## src/rtl/clkdrv_pkg.sv

```systemverilog
// Purpose: shared types and limits for the clock-driver stagger controller.
// Latency: n/a (types, constants and a pure helper function only).
// Backpressure: n/a.
package clkdrv_pkg;

    // Legal range for the number of driver segments in the bank.
    localparam int NSEG_MIN = 2;
    localparam int NSEG_MAX = 32;

    // Sequencer states. OFF and ON are the settled states; the two ramp
    // states step EN one segment at a time.
    typedef enum logic [1:0] {
        ST_OFF       = 2'd0,
        ST_RAMP_UP   = 2'd1,
        ST_ON        = 2'd2,
        ST_RAMP_DOWN = 2'd3
    } state_t;

    // True when the bank is fully off or fully on and no ramp is running.
    function automatic logic is_settled(input state_t st);
        return (st == ST_OFF) || (st == ST_ON);
    endfunction

endpackage

```

## src/rtl/clkdrv_stagger_ctrl_if.sv

```systemverilog
// Purpose: bundles the level request, stagger interval and segment-enable status.
// Latency: n/a (wiring only).
// Backpressure: none; en_req is a level request, the status outputs are levels.
//
// Signals:
//   en_req  - 1 = all segments on, 0 = all segments off (driven by power/clock mgmt)
//   stagger - cycles between consecutive segment changes, 0 behaves as 1
//   en      - thermometer-coded segment enables, en[0] = first segment
//   ready   - bank settled (all off or all on), no ramp in progress
//   busy    - ramp in progress, always ~ready
interface clkdrv_stagger_ctrl_if #(
    parameter int NSEG  = 8,
    parameter int DLY_W = 4
);
    logic             en_req;
    logic [DLY_W-1:0] stagger;
    logic [NSEG-1:0]  en;
    logic             ready;
    logic             busy;

    // Management side: issues the request, observes the bank status.
    modport master (
        output en_req,
        output stagger,
        input  en,
        input  ready,
        input  busy
    );

    // Sequencer side.
    modport slave (
        input  en_req,
        input  stagger,
        output en,
        output ready,
        output busy
    );
endinterface

```

## src/rtl/clkdrv_stagger_tmr.sv

```systemverilog
// Purpose: interval counter producing one step pulse every S = max(load,1) cycles.
// Latency: restart at edge k -> step high during the cycle ending at edge k+S.
// Backpressure: none; restart overrides any count in progress.
//
// Ports:
//   clk, rst - clock, synchronous active-high reset
//   restart  - latch S from load and zero the counter on this edge
//   run      - counter advances only while high
//   load     - raw stagger value, 0 treated as 1
//   step     - single-cycle pulse, high when the counter has reached S-1
module clkdrv_stagger_tmr #(
    parameter int DLY_W = 4
) (
    input  logic             clk,
    input  logic             rst,
    input  logic             restart,
    input  logic             run,
    input  logic [DLY_W-1:0] load,
    output logic             step
);

    logic [DLY_W-1:0] cnt_q;
    logic [DLY_W-1:0] last_q;   // latched S-1, the count on which step fires
    logic [DLY_W-1:0] last_nxt;

    // max(load,1) - 1 without a separate compare-and-select on S.
    assign last_nxt = (load == '0) ? '0 : load - 1'b1;

    // Combinational off the registered count so the owner can act on the
    // same edge the interval expires.
    assign step = run && (cnt_q == last_q);

    always_ff @(posedge clk) begin
        if (rst) begin
            cnt_q  <= '0;
            last_q <= '0;
        end else if (restart) begin
            cnt_q  <= '0;
            last_q <= last_nxt;
        end else if (run) begin
            cnt_q <= step ? '0 : cnt_q + 1'b1;
        end
    end

endmodule

```

## src/rtl/clkdrv_stagger_ctrl.sv

```systemverilog
// Purpose: ramps a clock-driver segment bank on/off one segment per stagger interval.
// Latency: first segment changes on the edge the request is sampled; full swing after (NSEG-1)*S more edges.
// Backpressure: none; en_req is level-sensitive and may reverse a ramp at any time.
//
// Ports:
//   clk - single clock, rising edge
//   rst - synchronous active-high reset, clears EN immediately (no ramp-down)
//   ctl - slave side of clkdrv_stagger_ctrl_if (en_req, stagger in; en, ready, busy out)
module clkdrv_stagger_ctrl
    import clkdrv_pkg::*;
#(
    parameter int NSEG  = 8,
    parameter int DLY_W = 4
) (
    input  logic                  clk,
    input  logic                  rst,
    clkdrv_stagger_ctrl_if.slave  ctl
);

    if (NSEG < NSEG_MIN || NSEG > NSEG_MAX) begin : g_nseg_range
        $error("clkdrv_stagger_ctrl: NSEG=%0d outside legal range %0d..%0d",
               NSEG, NSEG_MIN, NSEG_MAX);
    end

    if (DLY_W < 1) begin : g_dly_w_range
        $error("clkdrv_stagger_ctrl: DLY_W=%0d must be at least 1", DLY_W);
    end

    state_t          state_q;
    state_t          state_nxt;
    logic [NSEG-1:0] en_q;
    logic [NSEG-1:0] en_nxt;
    logic [NSEG-1:0] en_up;
    logic [NSEG-1:0] en_dn;
    logic            ready_q;
    logic            busy_q;
    logic            tmr_restart;
    logic            tmr_run;
    logic            tmr_step;

    // Thermometer moves: one more segment on, or the highest one off.
    // Only these two updates ever touch EN, so EN stays 0..01..1.
    assign en_up = {en_q[NSEG-2:0], 1'b1};
    assign en_dn = {1'b0, en_q[NSEG-1:1]};

    assign tmr_run = (state_q == ST_RAMP_UP) || (state_q == ST_RAMP_DOWN);

    clkdrv_stagger_tmr #(
        .DLY_W (DLY_W)
    ) u_tmr (
        .clk     (clk),
        .rst     (rst),
        .restart (tmr_restart),
        .run     (tmr_run),
        .load    (ctl.stagger),
        .step    (tmr_step)
    );

    // A ramp start or a reversal moves EN on the sampling edge itself and
    // re-latches the interval; regular ramp steps wait for the timer. A
    // reversal takes priority over a step due on the same edge, so each
    // reversal moves EN by exactly one segment.
    always_comb begin
        state_nxt   = state_q;
        en_nxt      = en_q;
        tmr_restart = 1'b0;

        unique case (state_q)
            ST_OFF: begin
                if (ctl.en_req) begin
                    en_nxt      = en_up;
                    tmr_restart = 1'b1;
                    state_nxt   = ST_RAMP_UP;
                end
            end

            ST_RAMP_UP: begin
                if (!ctl.en_req) begin
                    en_nxt      = en_dn;
                    tmr_restart = 1'b1;
                    // Reversing from a single segment lands straight in OFF.
                    state_nxt   = (en_dn == '0) ? ST_OFF : ST_RAMP_DOWN;
                end else if (tmr_step) begin
                    en_nxt    = en_up;
                    state_nxt = (&en_up) ? ST_ON : ST_RAMP_UP;
                end
            end

            ST_ON: begin
                if (!ctl.en_req) begin
                    en_nxt      = en_dn;
                    tmr_restart = 1'b1;
                    state_nxt   = ST_RAMP_DOWN;
                end
            end

            ST_RAMP_DOWN: begin
                if (ctl.en_req) begin
                    en_nxt      = en_up;
                    tmr_restart = 1'b1;
                    // Reversing one segment short of full lands straight in ON.
                    state_nxt   = (&en_up) ? ST_ON : ST_RAMP_UP;
                end else if (tmr_step) begin
                    en_nxt    = en_dn;
                    state_nxt = (en_dn == '0) ? ST_OFF : ST_RAMP_DOWN;
                end
            end

            default: begin
                state_nxt = ST_OFF;
                en_nxt    = '0;
            end
        endcase
    end

    // READY/BUSY are registered from the next state so they change on the
    // same edge as the EN update that settles or unsettles the bank.
    always_ff @(posedge clk) begin
        if (rst) begin
            state_q <= ST_OFF;
            en_q    <= '0;
            ready_q <= 1'b1;
            busy_q  <= 1'b0;
        end else begin
            state_q <= state_nxt;
            en_q    <= en_nxt;
            ready_q <= is_settled(state_nxt);
            busy_q  <= !is_settled(state_nxt);
        end
    end

    assign ctl.en    = en_q;
    assign ctl.ready = ready_q;
    assign ctl.busy  = busy_q;

endmodule

```

## src/flat_wrapper.sv

```systemverilog
// flat-port wrapper written by rule: the top's interface ports become plain ports
module clkdrv_stagger_ctrl_flat import clkdrv_pkg::*;
#(
    parameter int NSEG  = 8,
    parameter int DLY_W = 4
)
  (clk, rst, ctl_en_req, ctl_stagger, ctl_en, ctl_ready, ctl_busy);
  clkdrv_stagger_ctrl_if #(.NSEG(NSEG), .DLY_W(DLY_W)) ctl_i ();
  input  logic clk;
  input  logic rst;
  input wire logic [$bits(ctl_i.en_req)-1:0] ctl_en_req;
  input wire logic [$bits(ctl_i.stagger)-1:0] ctl_stagger;
  output wire logic [$bits(ctl_i.en)-1:0] ctl_en;
  output wire logic [$bits(ctl_i.ready)-1:0] ctl_ready;
  output wire logic [$bits(ctl_i.busy)-1:0] ctl_busy;
  assign ctl_i.en_req = ctl_en_req;
  assign ctl_i.stagger = ctl_stagger;
  assign ctl_en = ctl_i.en;
  assign ctl_ready = ctl_i.ready;
  assign ctl_busy = ctl_i.busy;
  clkdrv_stagger_ctrl #(.NSEG(NSEG), .DLY_W(DLY_W)) u_core (.clk(clk), .rst(rst), .ctl(ctl_i));
endmodule
```

## config.mk

```make
export PLATFORM = sky130hd
export DESIGN_NAME = clkdrv_stagger_ctrl_flat
export DESIGN_NICKNAME = d
export VERILOG_FILES = /design/src/rtl/clkdrv_pkg.sv /design/src/rtl/clkdrv_stagger_ctrl_if.sv /design/src/rtl/clkdrv_stagger_tmr.sv /design/src/rtl/clkdrv_stagger_ctrl.sv /design/src/flat_wrapper.sv
export SDC_FILE = /design/constraint.sdc
export NUM_CORES = 1
export LEC_CHECK = 0
export CAP_MARGIN = 10
export CORE_MARGIN = 2
export CORE_UTILIZATION = 45
export CTS_CLUSTER_DIAMETER = 80
export DETAILED_ROUTE_END_ITERATION = 8
export PLACE_DENSITY = 0.68
export SLEW_MARGIN = 10
export SYNTH_ARGS = -nofsm -noshare
export SYNTH_HDL_FRONTEND = slang
export SYNTH_SLANG_ARGS = --single-unit
```

## constraint.sdc

```tcl
create_clock -name clk -period 6.07 [get_ports clk]
set_clock_uncertainty 0.15 [all_clocks]
set_input_delay 0.9105 -clock clk [delete_from_list [all_inputs] [get_ports clk]]
set_output_delay 0.9105 -clock clk [all_outputs]
set_load 0.02 [all_outputs]
```

==> flow_metrics.py <==
metrics = {
    "yosys": {
        "synth_edf_count": 0,
        "synthArstFlopShare": 0,
        "ys_seq_area_frac": 0.330,
        "ys_types": 40,
        "synth.top_cell.area_share": 0.330,
        "syn_inst": 136,
        "post-synth-top-count-cell": "dfxtp_1",
        "ys_warn_count": 0,
        "synth_seq_cells": 19,
        "syn-cell-area_mm2": 0.00115,
        "ys_top_cells_by_area": "dfxtp_1 33%, ha_1 6.5%, a222oi_1 5.2%",
        "synthFlopType": "dfxtp_1",
        "synth_area_leader_cell": "dfxtp_1",
        "synth.top_cells.by_count": "19 x dfxtp_1, 12 x nor2_1, 11 x inv_1",
        "postSynthAreaPerCell_um2": 8.46,
        "synth_nets": 149,
    },
    "cts": {
        "cts-buffers-inserted": 3,
        "cts-root-buf": "clkbuf_4",
        "cts_max_level": 1,
        "clkSinkCount": 19,
        "insertion_delay_ns": 0.30,
        "path_clk_slew_ns": 0.12,
        "ctsHoldBuffers": 0,
        "post_cts_buffers": 0,
        "cts_resized": 0,
        "clock_tree.buffer_depth": 2,
        "tritoncts": "yes",
    },
    "timing": {
        "worst_slew_pin_slew_ns": 0.584,
        "relSlewSlack": 0.609,
        "finalMaxSlewViolations": 0,
        "setup_viol": 0,
        "report.final.hold_viol_count": 0,
        "finalCriticalPeriod_ns": 2.76,
        "fin_crit_sh": 0.455,
        "clock.fmax_mhz": 362,
        "rsz0062_at_grt": "no",
        "setup-tns-final_ns": 0,
    },
    "floorplan": {
        "pin_count": 17,
        "die_h_um": 54.6,
        "rows": 18,
        "die_w_um": 54.6,
        "coreArea_mm2": 0.00245,
        "initial_core_util": 0.469,
        "die-area_mm2": 0.00298,
    },
    "global_routing": {
        "grt_max_degree": 16,
        "antenna_found_initial": 0,
        "grt_overflow": 0,
        "grt_pass1_wl_um": 4000,
        "grt_pass1_vias": 943,
        "grt_use_total": 0.181,
    },
    "layout": {
        "syn_to_final_growth_pct": 16.1,
        "n_antenna_cell": 0,
        "nets": 164,
        "fillCellCount": 228,
        "drive_gt1_frac": 0.0733,
    },
    "route": {
        "viasPerCell": 6.18,
        "vias": 1112,
        "dr.pass1.iters": 5,
        "wl_um": 2550,
        "avgRoutedWirePerCell_um": 14.2,
        "drtIter0Drc": 59,
        "route.antenna.remaining_nets": 0,
        "remaining_drc_errors": 0,
    },
    "power_and_ir_drop": {
        "clockPowerShare": 0.097,
        "intPower_uw": 361,
        "swShare": 0.463,
        "power.leakage_uw": 0.000477,
        "ir_drop_v": 0.000336,
        "p_per_area_mw_per_mm2": 503,
        "seq_power_share": 0.310,
        "comb_power_share": 0.592,
        "switchingPower_uw": 311,
        "total_power_uw": 672,
    },
    "setup_path": {
        "reg2reg_slack_ns": 3.95,
        "path_max_fanout": 10,
        "path_class": "in2reg",
        "critPathRequiredTime_ns": 6.12,
        "worst_ep_arrival_time_ns": 2.81,
        "critPathLaunchType": "input pin",
        "crit_path_end_kind": "register",
    },
    "placed_design": {
        "dp_hpwl_um": 1900,
        "portBuffers": 16,
        "globalplace.congestion": 0.877,
    },
    "worst_hold_path": {
        "hold_class": "reg2reg",
    },
    "outcome": {
        "outcome": "completed",
    },
    "job": {
        "drv_cap": 0,
    },
}
==> final cells by class <==
cell class	count	area, um^2	share of cell area
clock buffers	3	22.5	0.0169
clock inverters	1	5.00	0.00375
inverters	11	41.3	0.0309
multi-input cells	100	689	0.516
flip-flops and latches	19	380	0.285
well taps	30	37.5	0.0281
repair buffers	16	160	0.120
==> state kept, by name, indices dropped and copies added, names as in the netlist <==
name / flops
u_core.ctl.en: 8
u_core.u_tmr.cnt_q: 4
u_core.u_tmr.last_q: 4
u_core.state_q: 2
u_core.ctl.ready: 1
==> per-layer routing <==
layer	global-route usage	vias up	wire [um]
met5	0	-	0
li1	-	545	-
met1	0.242	515	1160
met2	0.299	45	1200
met3	0.0273	7	148
met4	0.0500	0	36
==> cells in the final DEF (no fill, tap or decap), types with 2 or more instances in the layout <==
cell             Yosys  layout
a211o_1              2       2
a211oi_1             6       6
a21oi_1              9       9
a222oi_1             6       6
a311oi_1             3       3
a31oi_1              4       4
clkbuf_4             0       3
clkdlybuf4s50_1      0      16
dfxtp_1             19      19
ha_1                 6       6
inv_1               11      11
nand2_1              8       8
nand3_1              4       4
nand3b_1             3       3
nand4_1              2       2
nor2_1              12      12
nor3_1               6       6
o21ai_0              5       5
xnor2_1              4       4
==> worst max-delay path, stage by stage <==
cell and delay (ns):
clkdlybuf4s50_1 0.68, inv_1 0.21, a211o_1 0.43, and2_4 0.24, o311a_1 0.34
==> worst paths after layout <==
path,from,endpoint,cells after the start
max reg2reg,u_core.u_tmr.cnt_q[0]$_SDFFE_PP0P_,u_core.ctl.en[0]$_SDFFE_PP0P_,5
max,ctl_en_req,u_core.ctl.en[0]$_SDFFE_PP0P_,5
min reg2reg,u_core.u_tmr.last_q[3]$_SDFFE_PP0P_,u_core.u_tmr.last_q[3]$_SDFFE_PP0P_,2
min,u_core.u_tmr.last_q[3]$_SDFFE_PP0P_,u_core.u_tmr.last_q[3]$_SDFFE_PP0P_,2
==> power by group through the flow <==
stage / clock network (uW) / registers (uW) / logic, uW
floorplan: 0 / 234 / 272
global route: 69.5 / 215 / 440
finish: 65.4 / 209 / 398
detailed placement: 0 / 211 / 393
global placement: 0 / 210 / 387
CTS: 66.8 / 209 / 395
==> kinds of logic (layout without fill, tap and decap cells) <==
family / count (synthesis) / count (layout) / synth area share
AOI/OAI and AO/OA: 44 / 44 / 0.279
xor gates and xnor gates: 6 / 6 / 0.0522
adders and majority gates: 6 / 6 / 0.0652
buffers and inverters: 17 / 31 / 0.0707
DFF: 19 / 19 / 0.330
and+or+nand+nor: 44 / 44 / 0.202
==> per-stage QoR <==
step | hold WS, ns | cell area (um^2) | util | instances | setup WS, ns
after floorplan | 0.316 | 1150 | - | 136 | 3.61
after global placement | 0.332 | 1310 | 0.533 | 176 | 3.07
after detailed placement | 0.343 | 1310 | 0.533 | 176 | 3.02
after CTS | 0.358 | 1340 | 0.544 | 180 | 3.34
after global routing | 0.386 | 1340 | 0.544 | 180 | 3.25
final | 0.358 | 1340 | 0.544 | 180 | 3.31
Note: power is estimated with default switching activity, not from simulation.
